### config.mk
export PLATFORM = sky130hd
export DESIGN_NAME = fir_interp_x4
export DESIGN_NICKNAME = d
export VERILOG_FILES = /design/src/rtl/fir_interp_x4.sv
export SDC_FILE = /design/constraint.sdc
export NUM_CORES = 1
export LEC_CHECK = 0
export CAP_MARGIN = 20
export CORE_MARGIN = 2
export CORE_UTILIZATION = 55
export CTS_CLUSTER_DIAMETER = 100
export DETAILED_ROUTE_END_ITERATION = 8
export GPL_ROUTABILITY_DRIVEN = 0
export PLACE_DENSITY_LB_ADDON = 0.12
export REMOVE_ABC_BUFFERS = 1
export SYNTH_ARGS = -nofsm -noshare
export SYNTH_HDL_FRONTEND = slang
export SYNTH_SLANG_ARGS = --single-unit
### constraint.sdc
create_clock -name Clk -period 8.05 [get_ports Clk]
set_clock_uncertainty 0.05 [all_clocks]
set_input_delay 0.805 -clock Clk [delete_from_list [all_inputs] [get_ports Clk]]
set_output_delay 0.805 -clock Clk [all_outputs]
set_load 0.005 [all_outputs]
### src/rtl/fir_interp_x4.sv
// fir_interp_x4: polyphase 1:4 interpolating FIR with one time-shared MAC.
// Each accepted 12-bit sample produces four filtered output samples, one per
// phase. Each phase output is sat12((sum_j h[4j+p]*x[j]) >>> 9), and the
// 8 products of a phase are accumulated over 8 cycles.
//
// Ports
//   Clk        clock, rising edge
//   Hlt_n      asynchronous active-low reset
//   Clr        synchronous clear: empty history, drop any pending output, go idle
//   In_data    input sample, two's complement
//   In_valid   input sample present
//   In_ready   combinational; high only when idle and Clr is low
//   Out_data   registered output sample, two's complement
//   Out_valid  Out_data valid, held until Out_ready
//   Out_ready  downstream accepts Out_data
module fir_interp_x4 #(
    parameter int unsigned DATA_W = 12,
    parameter int unsigned COEF_W = 12,
    parameter int unsigned L      = 4,
    parameter int unsigned TAPS   = 32,
    parameter int unsigned ACC_W  = 28
) (
    input  logic              Clk,
    input  logic              Hlt_n,
    input  logic              Clr,
    input  logic [DATA_W-1:0] In_data,
    input  logic              In_valid,
    output logic              In_ready,
    output logic [DATA_W-1:0] Out_data,
    output logic              Out_valid,
    input  logic              Out_ready
);

    localparam int unsigned PH_TAPS = TAPS / L;
    localparam int unsigned PHASE_W = $clog2(L);
    localparam int unsigned TAP_W   = $clog2(PH_TAPS);
    localparam int unsigned PROD_W  = DATA_W + COEF_W;
    localparam int unsigned SHIFT   = 9;
    localparam int unsigned HEAD_W  = ACC_W - DATA_W + 1;

    typedef enum logic [1:0] {
        ST_IDLE = 2'd0,
        ST_MAC  = 2'd1,
        ST_OUT  = 2'd2
    } state_t;

    state_t                     state, state_d;
    logic signed [DATA_W-1:0]   hist   [PH_TAPS];
    logic signed [DATA_W-1:0]   hist_d [PH_TAPS];
    logic signed [ACC_W-1:0]    acc, acc_d;
    logic [PHASE_W-1:0]         phase, phase_d;
    logic [TAP_W-1:0]           tap, tap_d;
    logic [DATA_W-1:0]          out_data_d;
    logic                       out_valid_d;

    logic signed [COEF_W-1:0]   coef;
    logic signed [PROD_W-1:0]   prod;
    logic signed [ACC_W-1:0]    acc_sum;
    logic signed [ACC_W-1:0]    shifted;
    logic [DATA_W-1:0]          sat_val;

    // Symmetric 32-tap prototype: only h[0..15] is stored, h[31-k] = h[k].
    function automatic logic signed [COEF_W-1:0] coef_rom(input logic [4:0] idx);
        logic [3:0] k;
        k = idx[4] ? ~idx[3:0] : idx[3:0];
        case (k)
            4'd0:    coef_rom = COEF_W'(-3);
            4'd1:    coef_rom = COEF_W'(0);
            4'd2:    coef_rom = COEF_W'(1);
            4'd3:    coef_rom = COEF_W'(4);
            4'd4:    coef_rom = COEF_W'(10);
            4'd5:    coef_rom = COEF_W'(19);
            4'd6:    coef_rom = COEF_W'(31);
            4'd7:    coef_rom = COEF_W'(46);
            4'd8:    coef_rom = COEF_W'(64);
            4'd9:    coef_rom = COEF_W'(83);
            4'd10:   coef_rom = COEF_W'(103);
            4'd11:   coef_rom = COEF_W'(123);
            4'd12:   coef_rom = COEF_W'(141);
            4'd13:   coef_rom = COEF_W'(156);
            4'd14:   coef_rom = COEF_W'(167);
            default: coef_rom = COEF_W'(173);
        endcase
    endfunction

    assign In_ready = (state == ST_IDLE) && !Clr;

    // Datapath: coefficient h[tap*L + phase] times x[tap], running sum, scaling.
    always_comb begin
        coef    = coef_rom({tap, phase});
        prod    = PROD_W'(coef) * PROD_W'(hist[tap]);
        acc_sum = acc + ACC_W'(prod);
        shifted = acc_sum >>> SHIFT;
        // In range when every bit above the output sign bit matches it.
        if (shifted[ACC_W-1:DATA_W-1] == {HEAD_W{shifted[ACC_W-1]}}) begin
            sat_val = shifted[DATA_W-1:0];
        end else if (shifted[ACC_W-1]) begin
            sat_val = {1'b1, {(DATA_W-1){1'b0}}};
        end else begin
            sat_val = {1'b0, {(DATA_W-1){1'b1}}};
        end
    end

    // Next-state and register-input logic.
    always_comb begin
        state_d     = state;
        hist_d      = hist;
        acc_d       = acc;
        phase_d     = phase;
        tap_d       = tap;
        out_data_d  = Out_data;
        out_valid_d = Out_valid;

        unique case (state)
            ST_IDLE: begin
                if (In_valid && In_ready) begin
                    for (int j = 1; j < PH_TAPS; j++) begin
                        hist_d[j] = hist[j-1];
                    end
                    hist_d[0] = In_data;
                    phase_d   = '0;
                    tap_d     = '0;
                    acc_d     = '0;
                    state_d   = ST_MAC;
                end
            end
            ST_MAC: begin
                acc_d = acc_sum;
                tap_d = tap + TAP_W'(1);
                if (tap == TAP_W'(PH_TAPS - 1)) begin
                    out_data_d  = sat_val;
                    out_valid_d = 1'b1;
                    state_d     = ST_OUT;
                end
            end
            ST_OUT: begin
                if (Out_ready) begin
                    out_valid_d = 1'b0;
                    if (phase != PHASE_W'(L - 1)) begin
                        phase_d = phase + PHASE_W'(1);
                        tap_d   = '0;
                        acc_d   = '0;
                        state_d = ST_MAC;
                    end else begin
                        state_d = ST_IDLE;
                    end
                end
            end
            default: begin
                state_d = ST_IDLE;
            end
        endcase

        // Clear wins over everything, including a same-cycle handshake.
        if (Clr) begin
            for (int j = 0; j < PH_TAPS; j++) begin
                hist_d[j] = '0;
            end
            acc_d       = '0;
            phase_d     = '0;
            tap_d       = '0;
            out_valid_d = 1'b0;
            state_d     = ST_IDLE;
        end
    end

    // State and datapath registers.
    always_ff @(posedge Clk or negedge Hlt_n) begin
        if (!Hlt_n) begin
            state <= ST_IDLE;
            for (int j = 0; j < PH_TAPS; j++) begin
                hist[j] <= '0;
            end
            acc       <= '0;
            phase     <= '0;
            tap       <= '0;
            Out_data  <= '0;
            Out_valid <= 1'b0;
        end else begin
            state     <= state_d;
            hist      <= hist_d;
            acc       <= acc_d;
            phase     <= phase_d;
            tap       <= tap_d;
            Out_data  <= out_data_d;
            Out_valid <= out_valid_d;
        end
    end

endmodule

==> flow_summary.json <==
{
  "drtPass1Iterations": 4,
  "drtIter0Drc": 551,
  "ys_types": 73,
  "io_buffers": 30,
  "die_x_um": 155.3,
  "routed_wl_mm": 26.76,
  "multi_input_area_mm2": 0.008192,
  "htree_levels": 4,
  "setup_viol": 0,
  "n_fill_cell": 1811,
  "synth_area_leaders": "dfrtp_1 (29%), fa_1 (25%), a22o_1 (8.5%)",
  "fin_crit_ns": 7.738,
  "grt_max_degree": 97,
  "ys_seq_area_frac": 0.2863,
  "clkSinkCount": 144,
  "dp_hpwl_mm": 19.78,
  "synth-seq-cells": 144,
  "syn_avg_cell_area_um2": 11.21,
  "worstSkewPairLatency_ns": 0.43,
  "fmax_mhz": 129.2,
  "pre_cts_ws_ns": 0.1446,
  "synthFlopType": "dfrtp_1",
  "die_y_um": 155.3,
  "grt_pass1_wl_mm": 45.64,
  "post_drt_wl_per_cell_um": 18.07,
  "slew_headroom": 0.3210,
  "grt_remaining_overflow": 0,
  "utilization": 0.6308,
  "synth_edf_count": 0,
  "worstReg2RegStart": "tap[0]$_DFFE_PN0P_",
  "diodes": 0,
  "ant_nets": 0,
  "cp_num_cells": 25,
  "wl_met2_mm": 12.94,
  "end_kind": "flop",
  "dieArea_mm2": 0.02411,
  "synth_top_area_cell": "dfrtp_1",
  "start_util": 0.5576,
  "cts_tree": "yes",
  "maxSlewViolCount": 0,
  "grtUsageTotal": 0.2402,
  "critical_path_required_ns": 8.31,
  "yosys_warnings": 0,
  "syn-cell-area_mm2": 0.01259,
  "yosysMostFrequentCell": "inv_1",
  "crit_fanout": 16,
  "start_kind": "flop",
  "drive_gt1_frac": 0.1346,
  "seq_area_mm2": 0.003608,
  "status": "finished, final reports clean",
  "nets": 1441,
  "vias": 8647,
  "r2r_cells": 25,
  "highest_layer": "met4",
  "core_mm2": 0.02257,
  "root_buffer": "clkbuf_16",
  "timing.critical_path.from": "tap[0]$_DFFE_PN0P_",
  "hold_class": "input port to asynchronous set/reset pin",
  "clk_path_buf_depth": 2,
  "criticalPathCategory": "flop to flop",
  "critical_path.top_delay_family": "adder cells",
  "vias_per_cell": 5.839,
  "cp_slowest_cell": "fa_1",
  "cp.buffers_inverters": 6,
  "tightest_slew_ns": 1.018,
  "worst_path_largest_cell_delay_ns": 0.55,
  "antenna_found_initial": 0,
  "synth_top_area_frac": 0.2863,
  "path_common_cell": "fa_1",
  "cts_buffers": 17,
  "clk_pin_slew_ns": 0.07,
  "synth-async-reset-ratio": 1.000,
  "synth_common_cells": "inv_1 (166), fa_1 (157), dfrtp_1 (144)",
  "wl_met3_um": 984,
  "synth_cells": 1123,
  "area_growth_pct": 13.12,
  "setup_slack_ns": 0.3119,
  "drc_errors": 0,
  "grt_pass1_vias": 8826,
  "rsz0062_at_grt": "false",
  "wl_met1_mm": 12.39,
  "cap_violations": 0,
  "rows": 55,
  "min_period_over_period": 0.9613,
  "hold_viol": 0,
  "critPathArrivalTime_ns": 8.00,
  "io_pins": 31
}
==> per-layer routing <==
layer / vias to the layer above / GRT usage
li1: 3956 / -
met1: 4494 / 0.3485
met2: 170 / 0.3877
met3: 27 / 0.03510
met4: 0 / 0.05767
met5: - / 0
==> flip-flops by register name, indices dropped and copies added (netlist names) <==
signal     count
Out_valid      1
acc           28
phase          2
state          2
tap            3
Out_data      12
hist          96
==> cell usage in the layout, fill, tap and decap left out, types with 9 or more instances in the layout <==
cell type        netlist  final
clkdlybuf4s50_1        0     29
nand2b_1              12     12
ha_1                  84     83
xor2_1                13     13
buf_4                  0     58
nor2_1                67     67
nand2_1               69     69
a21oi_1               31     30
mux4_2                24     24
o21ai_0               19     19
mux2i_1                9      9
xnor2_1               18     18
a22o_1               122    122
a21o_1                14     14
dfrtp_1              144    142
fa_1                 157    156
inv_1                166    166
a221o_1               11     11
clkbuf_16              0     17
==> worst paths after layout <==
path | slack [ns] | endpoint
worst max-delay path | 0.31 | Out_data[8]$_DFFE_PN0P_
worst min-delay path | 0.35 | hist[17]$_DFFE_PN0P_
worst max register to register | 0.31 | Out_data[8]$_DFFE_PN0P_
worst min register to register | 0.44 | acc[7]$_DFFE_PN0P_
max in group asynchronous | 6.11 | tap[0]$_DFFE_PN0P_
min in group Clk | 0.44 | acc[7]$_DFFE_PN0P_
==> repair_timing <==
| item | in CTS | in global routing |
|---|---|---|
| buffers inserted | 0 | 10 |
| gates resized for setup | 0 | 7 |
| hold buffers | 0 | 0 |
| setup endpoints to repair | 0 | 11 |
| endpoints found under the hold margin | 0 | 0 |
==> cells by family (layout without fill, tap and decap cells) <==
group | after synthesis | after routing | share of synthesized area
DFF | 144 | 144 | 0.2863
adders and majority gates | 241 | 241 | 0.3332
and+or+nand+nor | 201 | 201 | 0.07496
muxes | 40 | 40 | 0.05637
xor gates and xnor gates | 31 | 31 | 0.02157
buffers and inverters | 217 | 290 | 0.06720
AOI/OAI and AO/OA | 249 | 249 | 0.1604
==> area by class of cell <==
class | count | share of cell area
clock buffer | 17 | 0.02988
clock inverter | 15 | 0.01512
inverter | 166 | 0.04376
multi-input combinational | 762 | 0.5754
sequential | 144 | 0.2534
tap | 285 | 0.02505
timing repair buffer | 92 | 0.05739
==> through the flow <==
step	instances	cell area, um^2	hold slack [ns]	TNS [ns]
3_3_place_gp	1439	13470	0.4164	0
4_1_cts	1471	14110	0.3702	0
6_report	1481	14240	0.3451	0
5_1_grt	1481	14240	0.4087	0
3_5_place_dp	1439	13470	0.4276	0
2_1_floorplan	1072	12360	0.3998	-8.975
Power is left out: the tool's default activity adds up to more than one toggle a clock period on the data nets, which glitch-free logic cannot reach.
